`src/rtl/stack_ctrl.sv`:
```
// ---------------------------------------------------------------------------
// stack_ctrl
// Request/response front-end for a shift-register Stack. Commands (push, pop,
// peek, illegal) arrive on a valid/ready handshake. The controller tracks
// occupancy, drives single-cycle push/pop strobes to the Stack, and returns
// popped/peeked data (or an error) on a second valid/ready handshake.
// Overflow is recorded in a sticky flag. Underflow and illegal ops complete
// with an error response.
//
// Optional feature macro: STACK_CTRL_PEEK_EN
//   defined   : op 2'b10 is peek (read top without popping).
//   undefined : op 2'b10 is illegal, like 2'b11.
//
// Ports
//   clk        in   Clock, rising edge.
//   rst        in   Asynchronous reset, active-low.
//   in_valid   in   Command valid.
//   in_ready   out  Command accepted when in_valid & in_ready.
//   in_op      in   00 push, 01 pop, 10 peek/illegal, 11 illegal.
//   in_data    in   Push data.
//   out_valid  out  Response valid (pop/peek/error only).
//   out_ready  in   Response consumed when out_valid & out_ready.
//   out_data   out  Popped/peeked word, 0 on error.
//   out_err    out  Response is an error.
//   stk_push   out  Stack push strobe (one cycle).
//   stk_pop    out  Stack pop strobe (one cycle).
//   stk_clr    out  Stack clear, equals ~rst.
//   stk_wdata  out  Stack data_IN, registered command data.
//   stk_rdata  in   Stack data_OUT (top of stack).
//   depth      out  Occupancy 0..LENGTH.
//   full       out  depth == LENGTH.
//   empty      out  depth == 0.
//   ovf        out  Sticky: push attempted while full.
// ---------------------------------------------------------------------------
module stack_ctrl #(
  parameter int LENGTH     = 8,
  parameter int DATA_WIDTH = 8,
  parameter int CNT_WIDTH  = 4
) (
  input  logic                  clk,
  input  logic                  rst,
  input  logic                  in_valid,
  output logic                  in_ready,
  input  logic [1:0]            in_op,
  input  logic [DATA_WIDTH-1:0] in_data,
  output logic                  out_valid,
  input  logic                  out_ready,
  output logic [DATA_WIDTH-1:0] out_data,
  output logic                  out_err,
  output logic                  stk_push,
  output logic                  stk_pop,
  output logic                  stk_clr,
  output logic [DATA_WIDTH-1:0] stk_wdata,
  input  logic [DATA_WIDTH-1:0] stk_rdata,
  output logic [CNT_WIDTH-1:0]  depth,
  output logic                  full,
  output logic                  empty,
  output logic                  ovf
);

  typedef enum logic [1:0] {
    IDLE = 2'd0,
    EXEC = 2'd1,
    RESP = 2'd2
  } state_t;

  localparam logic [1:0] OP_PUSH = 2'b00;
  localparam logic [1:0] OP_POP  = 2'b01;
  localparam logic [1:0] OP_PEEK = 2'b10;

  localparam logic [CNT_WIDTH-1:0] LEN_C = CNT_WIDTH'(LENGTH);
  localparam logic [CNT_WIDTH-1:0] ONE_C = CNT_WIDTH'(1);

  state_t                  state_q;
  logic [1:0]              op_q;
  logic                    in_ready_q;
  logic                    out_valid_q;
  logic                    out_err_q;
  logic [DATA_WIDTH-1:0]   out_data_q;
  logic                    stk_push_q;
  logic                    stk_pop_q;
  logic [DATA_WIDTH-1:0]   stk_wdata_q;
  logic [CNT_WIDTH-1:0]    depth_q;
  logic                    ovf_q;

  logic full_d;
  logic empty_d;
  logic accept_d;

  assign full_d   = (depth_q == LEN_C);
  assign empty_d  = (depth_q == '0);
  assign accept_d = in_valid & in_ready_q;

  always_ff @(posedge clk or negedge rst) begin
    if (!rst) begin
      state_q     <= IDLE;
      op_q        <= OP_PUSH;
      in_ready_q  <= 1'b0;
      out_valid_q <= 1'b0;
      out_err_q   <= 1'b0;
      out_data_q  <= '0;
      stk_push_q  <= 1'b0;
      stk_pop_q   <= 1'b0;
      stk_wdata_q <= '0;
      depth_q     <= '0;
      ovf_q       <= 1'b0;
    end else begin
      case (state_q)
        IDLE: begin
          if (accept_d) begin
            op_q        <= in_op;
            stk_wdata_q <= in_data;
            in_ready_q  <= 1'b0;
            state_q     <= EXEC;
            // The strobe must be live during EXEC, so the legality decision
            // is made here; depth cannot change between accept and EXEC.
            stk_push_q  <= (in_op == OP_PUSH) && !full_d;
            stk_pop_q   <= (in_op == OP_POP)  && !empty_d;
          end else begin
            // First cycle after reset release raises in_ready here.
            in_ready_q <= 1'b1;
          end
        end

        EXEC: begin
          stk_push_q <= 1'b0;
          stk_pop_q  <= 1'b0;
          case (op_q)
            OP_PUSH: begin
              if (stk_push_q) depth_q <= depth_q + ONE_C;
              else            ovf_q   <= 1'b1;
              in_ready_q <= 1'b1;
              state_q    <= IDLE;
            end
            OP_POP: begin
              // stk_rdata is still the old top until this edge shifts the Stack.
              if (stk_pop_q) begin
                out_data_q <= stk_rdata;
                out_err_q  <= 1'b0;
                depth_q    <= depth_q - ONE_C;
              end else begin
                out_data_q <= '0;
                out_err_q  <= 1'b1;
              end
              out_valid_q <= 1'b1;
              state_q     <= RESP;
            end
`ifdef STACK_CTRL_PEEK_EN
            OP_PEEK: begin
              out_data_q  <= empty_d ? '0 : stk_rdata;
              out_err_q   <= empty_d;
              out_valid_q <= 1'b1;
              state_q     <= RESP;
            end
`endif
            default: begin
              out_data_q  <= '0;
              out_err_q   <= 1'b1;
              out_valid_q <= 1'b1;
              state_q     <= RESP;
            end
          endcase
        end

        RESP: begin
          if (out_ready) begin
            out_valid_q <= 1'b0;
            out_err_q   <= 1'b0;
            in_ready_q  <= 1'b1;
            state_q     <= IDLE;
          end
        end

        default: begin
          state_q    <= IDLE;
          in_ready_q <= 1'b0;
        end
      endcase
    end
  end

  assign in_ready  = in_ready_q;
  assign out_valid = out_valid_q;
  assign out_data  = out_data_q;
  assign out_err   = out_err_q;
  assign stk_push  = stk_push_q;
  assign stk_pop   = stk_pop_q;
  assign stk_clr   = ~rst;
  assign stk_wdata = stk_wdata_q;
  assign depth     = depth_q;
  assign full      = full_d;
  assign empty     = empty_d;
  assign ovf       = ovf_q;

endmodule
```
`config.mk`:
```
export PLATFORM = sky130hd
export DESIGN_NAME = stack_ctrl
export DESIGN_NICKNAME = d
export VERILOG_FILES = /design/src/rtl/stack_ctrl.sv
export SDC_FILE = /design/constraint.sdc
export NUM_CORES = 1
export LEC_CHECK = 0
export BUFFER_PORTS_ARGS = -buffer_cell sky130_fd_sc_hd__clkbuf_2
export CORE_ASPECT_RATIO = 2
export CORE_MARGIN = 4
export CORE_UTILIZATION = 48
export DETAILED_ROUTE_END_ITERATION = 12
export PLACE_DENSITY = 0.78
export SLEW_MARGIN = 20
export SYNTH_ARGS = -nofsm -noshare
export SYNTH_HDL_FRONTEND = slang
export SYNTH_SLANG_ARGS = --single-unit
```
`constraint.sdc`:
```
create_clock -name clk -period 1.6 [get_ports clk]
set_input_delay 0.32 -clock clk [delete_from_list [all_inputs] [get_ports clk]]
set_output_delay 0.32 -clock clk [all_outputs]
set_load 0.01 [all_outputs]
```
# == Word level (Yosys, flattened, before mapping) ==
# Index checks and enable logic that the tools add are counted.
# op_classes
n_addsub,2
n_bitwise,4
n_reduce_logical,19
n_eq_ne,11
n_mux,23
# op_table
operator,count
$pmux W8 S2,1
$ne A2 B2 Y1 const B,5
$pmux W1 S2,5
$reduce_and A2 Y1,5
$mux W1,8
$mux W4,2
$mux W8,1
$pmux W4 S2,1
$eq A2 B1 Y1 const B,3
$logic_not A2 Y1,3
$mux W2,3
$pmux W2 S3,1
$reduce_and A3 Y1,2
$reduce_bool A2 Y1,3
$add A4 B1 Y4 const B,1
$eq A4 B4 Y1 const B,1
$logic_not A4 Y1,1
$reduce_and A4 Y1,1
$sub A4 B1 Y4 const B,1
$not A1 Y1,3
$pmux W1 S3,1
$eq A2 B2 Y1 const B,1
$logic_and A1 B1 Y1,2
$logic_not A1 Y1,2
2 further kinds,2
# word_totals
word_cells,70
out_inout_bits,29
inputBits,22
register_bits,30

# == Depth between registers and ports, before layout ==
# logic_depth
word_depth,5
ltp_mapped,7
mapped_depth_nobuf,7

# == Worst setup path before layout ==
# No wires, ideal clock.
# synth_path
path_kind,register to register
start,register state_q[1]
end,"register depth_q[1], in the netlist depth[1]"
stages_incl_launch_ff,6
setup_time_ps,125
t_arrival_ps,1331
n_path_buf,0
slack_ps,144
synth_period_minus_slack_ps,1456
required_ps,1475
cell_sequence,dfrtp_1 > inv_1 > ha_1 > nand2b_1 > a21oi_2 > mux2_2
# synth_between
elab_chain_len,2
# synth_lines
element,line_no,source
"start, declared",74,state_t state_q;
"start signal, assigned",96,state_q <= IDLE;
"start signal, assigned",114,state_q <= EXEC;
"start signal, assigned",133,state_q <= IDLE;
$eq A2 B1 Y1,108,case (state_q)
$reduce_and A4 Y1 (no source line),-,
"end signal, assigned",130,if (stk_push_q) depth_q <= depth_q + ONE_C;
"end signal, assigned",140,depth_q <= depth_q - ONE_C;
"end, declared",83,logic [CNT_WIDTH-1:0] depth_q;
# Every way passes these cells.
# A chain may end at the register's enable or synchronous reset.

# == Worst setup path in the final report ==
# layout_path
start,"register depth_q[2], in the netlist depth[2]"
end,output port empty
# layout_between
elab_chain_len,1
# layout_lines
element,line_no,source
$logic_not A4 Y1,91,assign empty_d = (depth_q == '0);
"end, declared",57,"output logic empty,"
# Every way passes these cells.

==> qor.csv <==
stage;metric;value;unit
run_status;status;complete, no violations;
sta;setup_viol;0;
sta;min_period;1.58;ns
grt;grt_use_total;19.6;%
power_and_ir_drop;switching_share;37.5;%
finish;layout_common_cells;48 x clkbuf_2, 27 x dfrtp_1, 14 x mux2_2, 9 x a22o_1;
finish;fillers;221;
synth;syn_nets;134;
finish;drive_gt1_share;56.7;%
critical_path;critPathSlowestCell;dfrtp_2;
sta;hold_viol_final;0;
power_and_ir_drop;total_power;3610;µW
critical_path;crit_fanout;6;
cts;clockBufferDepth;2;
grt;antenna_found_initial;0;
grt;grt_max_degree;31;
finish;area_growth;35.9;%
critical_path;critical_path.startpoint_type;flop;
routing;finalWirelength;3170;µm
die;die_area;0.00381;mm²
synth;ys_seq_area_share;55.1;%
critical_path;path_depth;2;
routing;ant_nets;0;
job;maxCapViolations;0;
cts;path_clk_slew;0.06;ns
power_and_ir_drop;power_density;1950;mW/mm²
synth;syn-instance-count;107;
sta;fmax;0.634;GHz
placed_design;port_buffers;50;
routing;wire_per_inst;15.9;µm
finish;multi_input_area;632;µm²
grt;grt_pass1_wl;5540;µm
finish;layout.nets;197;
placed_design;gp_congestion;0.797;
cts;cts_sinks;30;
critical_path;worstPathRequired;1.28;ns
power_and_ir_drop;vdd_drop_max;1.07;mV
cts;cts_tree;done;
synth;yosysWarnings;0;
finish;seqCellArea;754;µm²
synth;synth.distinct_cells;30;
grt;grt_pass1_vias;1195;
critical_path;crit_type;reg2out;
critical_path;worstPathArrival;1.26;ns
cts;numCtsBuffers;5;
cts;cts_root_buf;clkbuf_8;
synth;async_flop_share;100;%
power_and_ir_drop;p_sw;1350;µW
sta;slew_headroom;55.5;%
sta;clock_skew;0.00564;ns
critical_path;rrSetupSlack;0.05;ns
power_and_ir_drop;pwr-share-comb;44.5;%
routing;drtIter0Drc;23;
power_and_ir_drop;power_frac_clock;17.3;%
sta;grt_setup_unrepaired;yes;
critical_path;critical_path.max_stage_delay;0.48;ns
critical_path;crit_family;flip-flops;
sta;worst_pin_slew;0.662;ns
synth;yosys_most_used_dff;dfrtp_1;
die;core_area;0.00274;mm²
routing;vias;1086;
critical_path;reg2reg_to;depth[2];
finish;diodes;0;
power_and_ir_drop;p_leak;0.000918;µW
finish;final_cell_area;0.00185;mm²
critical_path;crit_buf_inv;1;
critical_path;ff2ff_path_depth;7;
die;start_util;49.8;%
sta;report.final.slew_viol_count;0;
placed_design;place_area;0.00168;mm²
synth;synth-seq-cells;30;
power_and_ir_drop;intPower;2250;µW
synth;synth_area;0.00136;mm²
routing;vias_per_cell;5.43;
cts;cts_max_level;2;
die;ioPinCount;51;
power_and_ir_drop;seqPwrFrac;38.1;%
sta;fin_crit_sh;98.6;%
grt;grt_overflow_total;0;
synth;synth_edf_count;0;
die;die_h;83.3;µm
finish;final_common_cell;clkbuf_2;
synth;avgSynthCellArea;12.7;µm²
die;num_rows;27;
critical_path;crit_chain;nor4_4 -> buf_2;
routing;drt_first_pass_iters;4;
routing;drc;0;
critical_path;crit_path_end_kind;primary output;
min_path;hold_class;in2async;
critical_path;reg2reg_from;op_q[0];
cts;insertion_delay;0.28;ns
die;die_w;45.7;µm
placed_design;dp_hpwl;2450;µm
how the worst max path moves through the flow:
stage | from | end
finish | depth[2] | empty
global route | op_q[0] | depth[2]
CTS | depth[1] | full
detailed placement | state_q[1] | depth[1]
global placement | state_q[1] | depth[1]
floorplan | state_q[1] | depth[1]
layout make-up:
class                      instances  share of cell area (%)
multi-input combinational         71                    34.1
timing repair buffer              58                    17.4
clock buffer                       7                    4.66
tap                               29                    1.96
inverter                           4                   0.811
sequential                        30                    40.7
clock inverter                     1                   0.270
logic make-up after synthesis:
logic type,synth area share [%]
multiplexers,12.3
AND/OR/NAND/NOR,11.4
XOR/XNOR,2.57
flip-flops,55.1
buffers and inverters,2.29
AO/OA/AOI/OAI,11.8
adder cells (fa/ha/maj),4.59
routing by layer:
| layer | vias to the layer above | GRT usage [%] | part of all wire, % |
|---|---|---|---|
| li1 | 508 | - | - |
| met1 | 522 | 22.3 | 35 |
| met2 | 44 | 32.0 | 56 |
| met3 | 12 | 4.99 | 5.7 |
| met4 | 0 | 9.87 | 3.2 |
| met5 | - | 0 | 0 |
registers in the layout (all words and copies together), names as in the netlist, 2 cells and up:
name / flops
depth: 4
state_q: 2
op_q: 2
stk_wdata: 8
out_data: 8
metrics by stage:
step / TNS [ns] / util (%) / hold WS (ns) / cells / setup WS [ns]
after CTS: 0 / 66.3 / 0.0635 / 199 / 0.0123
after detailed placement: 0 / 61.2 / 0.370 / 188 / 0.00437
after global routing: -0.0903 / 67.7 / 0.0919 / 200 / -0.0505
after floorplan: 0 / - / 0.0244 / 107 / 0.144
final: 0 / 67.7 / 0.0527 / 200 / 0.0217
after global placement: 0 / 61.2 / 0.361 / 188 / 0.0817
worst register-to-register path, stage by stage (launching register included):
cell	delay, ns
dfrtp_1	0.41
nor2b_4	0.18
xor2_1	0.18
ha_2	0.20
nor2_1	0.04
mux2_2	0.27
nand2_2	0.09
xnor2_1	0.11
Yosys cell counts, drive strengths merged, types with 3 or more instances:
cell type	number	share of area, %
dfrtp	30	55
mux2	14	12
a22o	9	5.8
nor2	8	2.4
nand2	6	1.7
ha	5	4.6
o21ai	5	1.8
a21oi	4	1.7
inv	4	1.1
nor4b	3	2.8
power by group through the flow:
stage	clock network, µW	logic (µW)	registers, µW
after global placement	0	1390	1330
after CTS	645	1550	1370
after floorplan	0	801	1420
after global routing	679	1760	1420
final	625	1610	1380
after detailed placement	0	1450	1360
repair_timing:
action | in CTS | in global routing
gates cloned | 0 | 0
setup endpoints to repair | 3 | 24
buffers inserted | 3 | 1
hold buffers | 0 | 0
pin swaps | 2 | 2
resized for setup | 6 | 12
(Power assumes the default switching activity.)
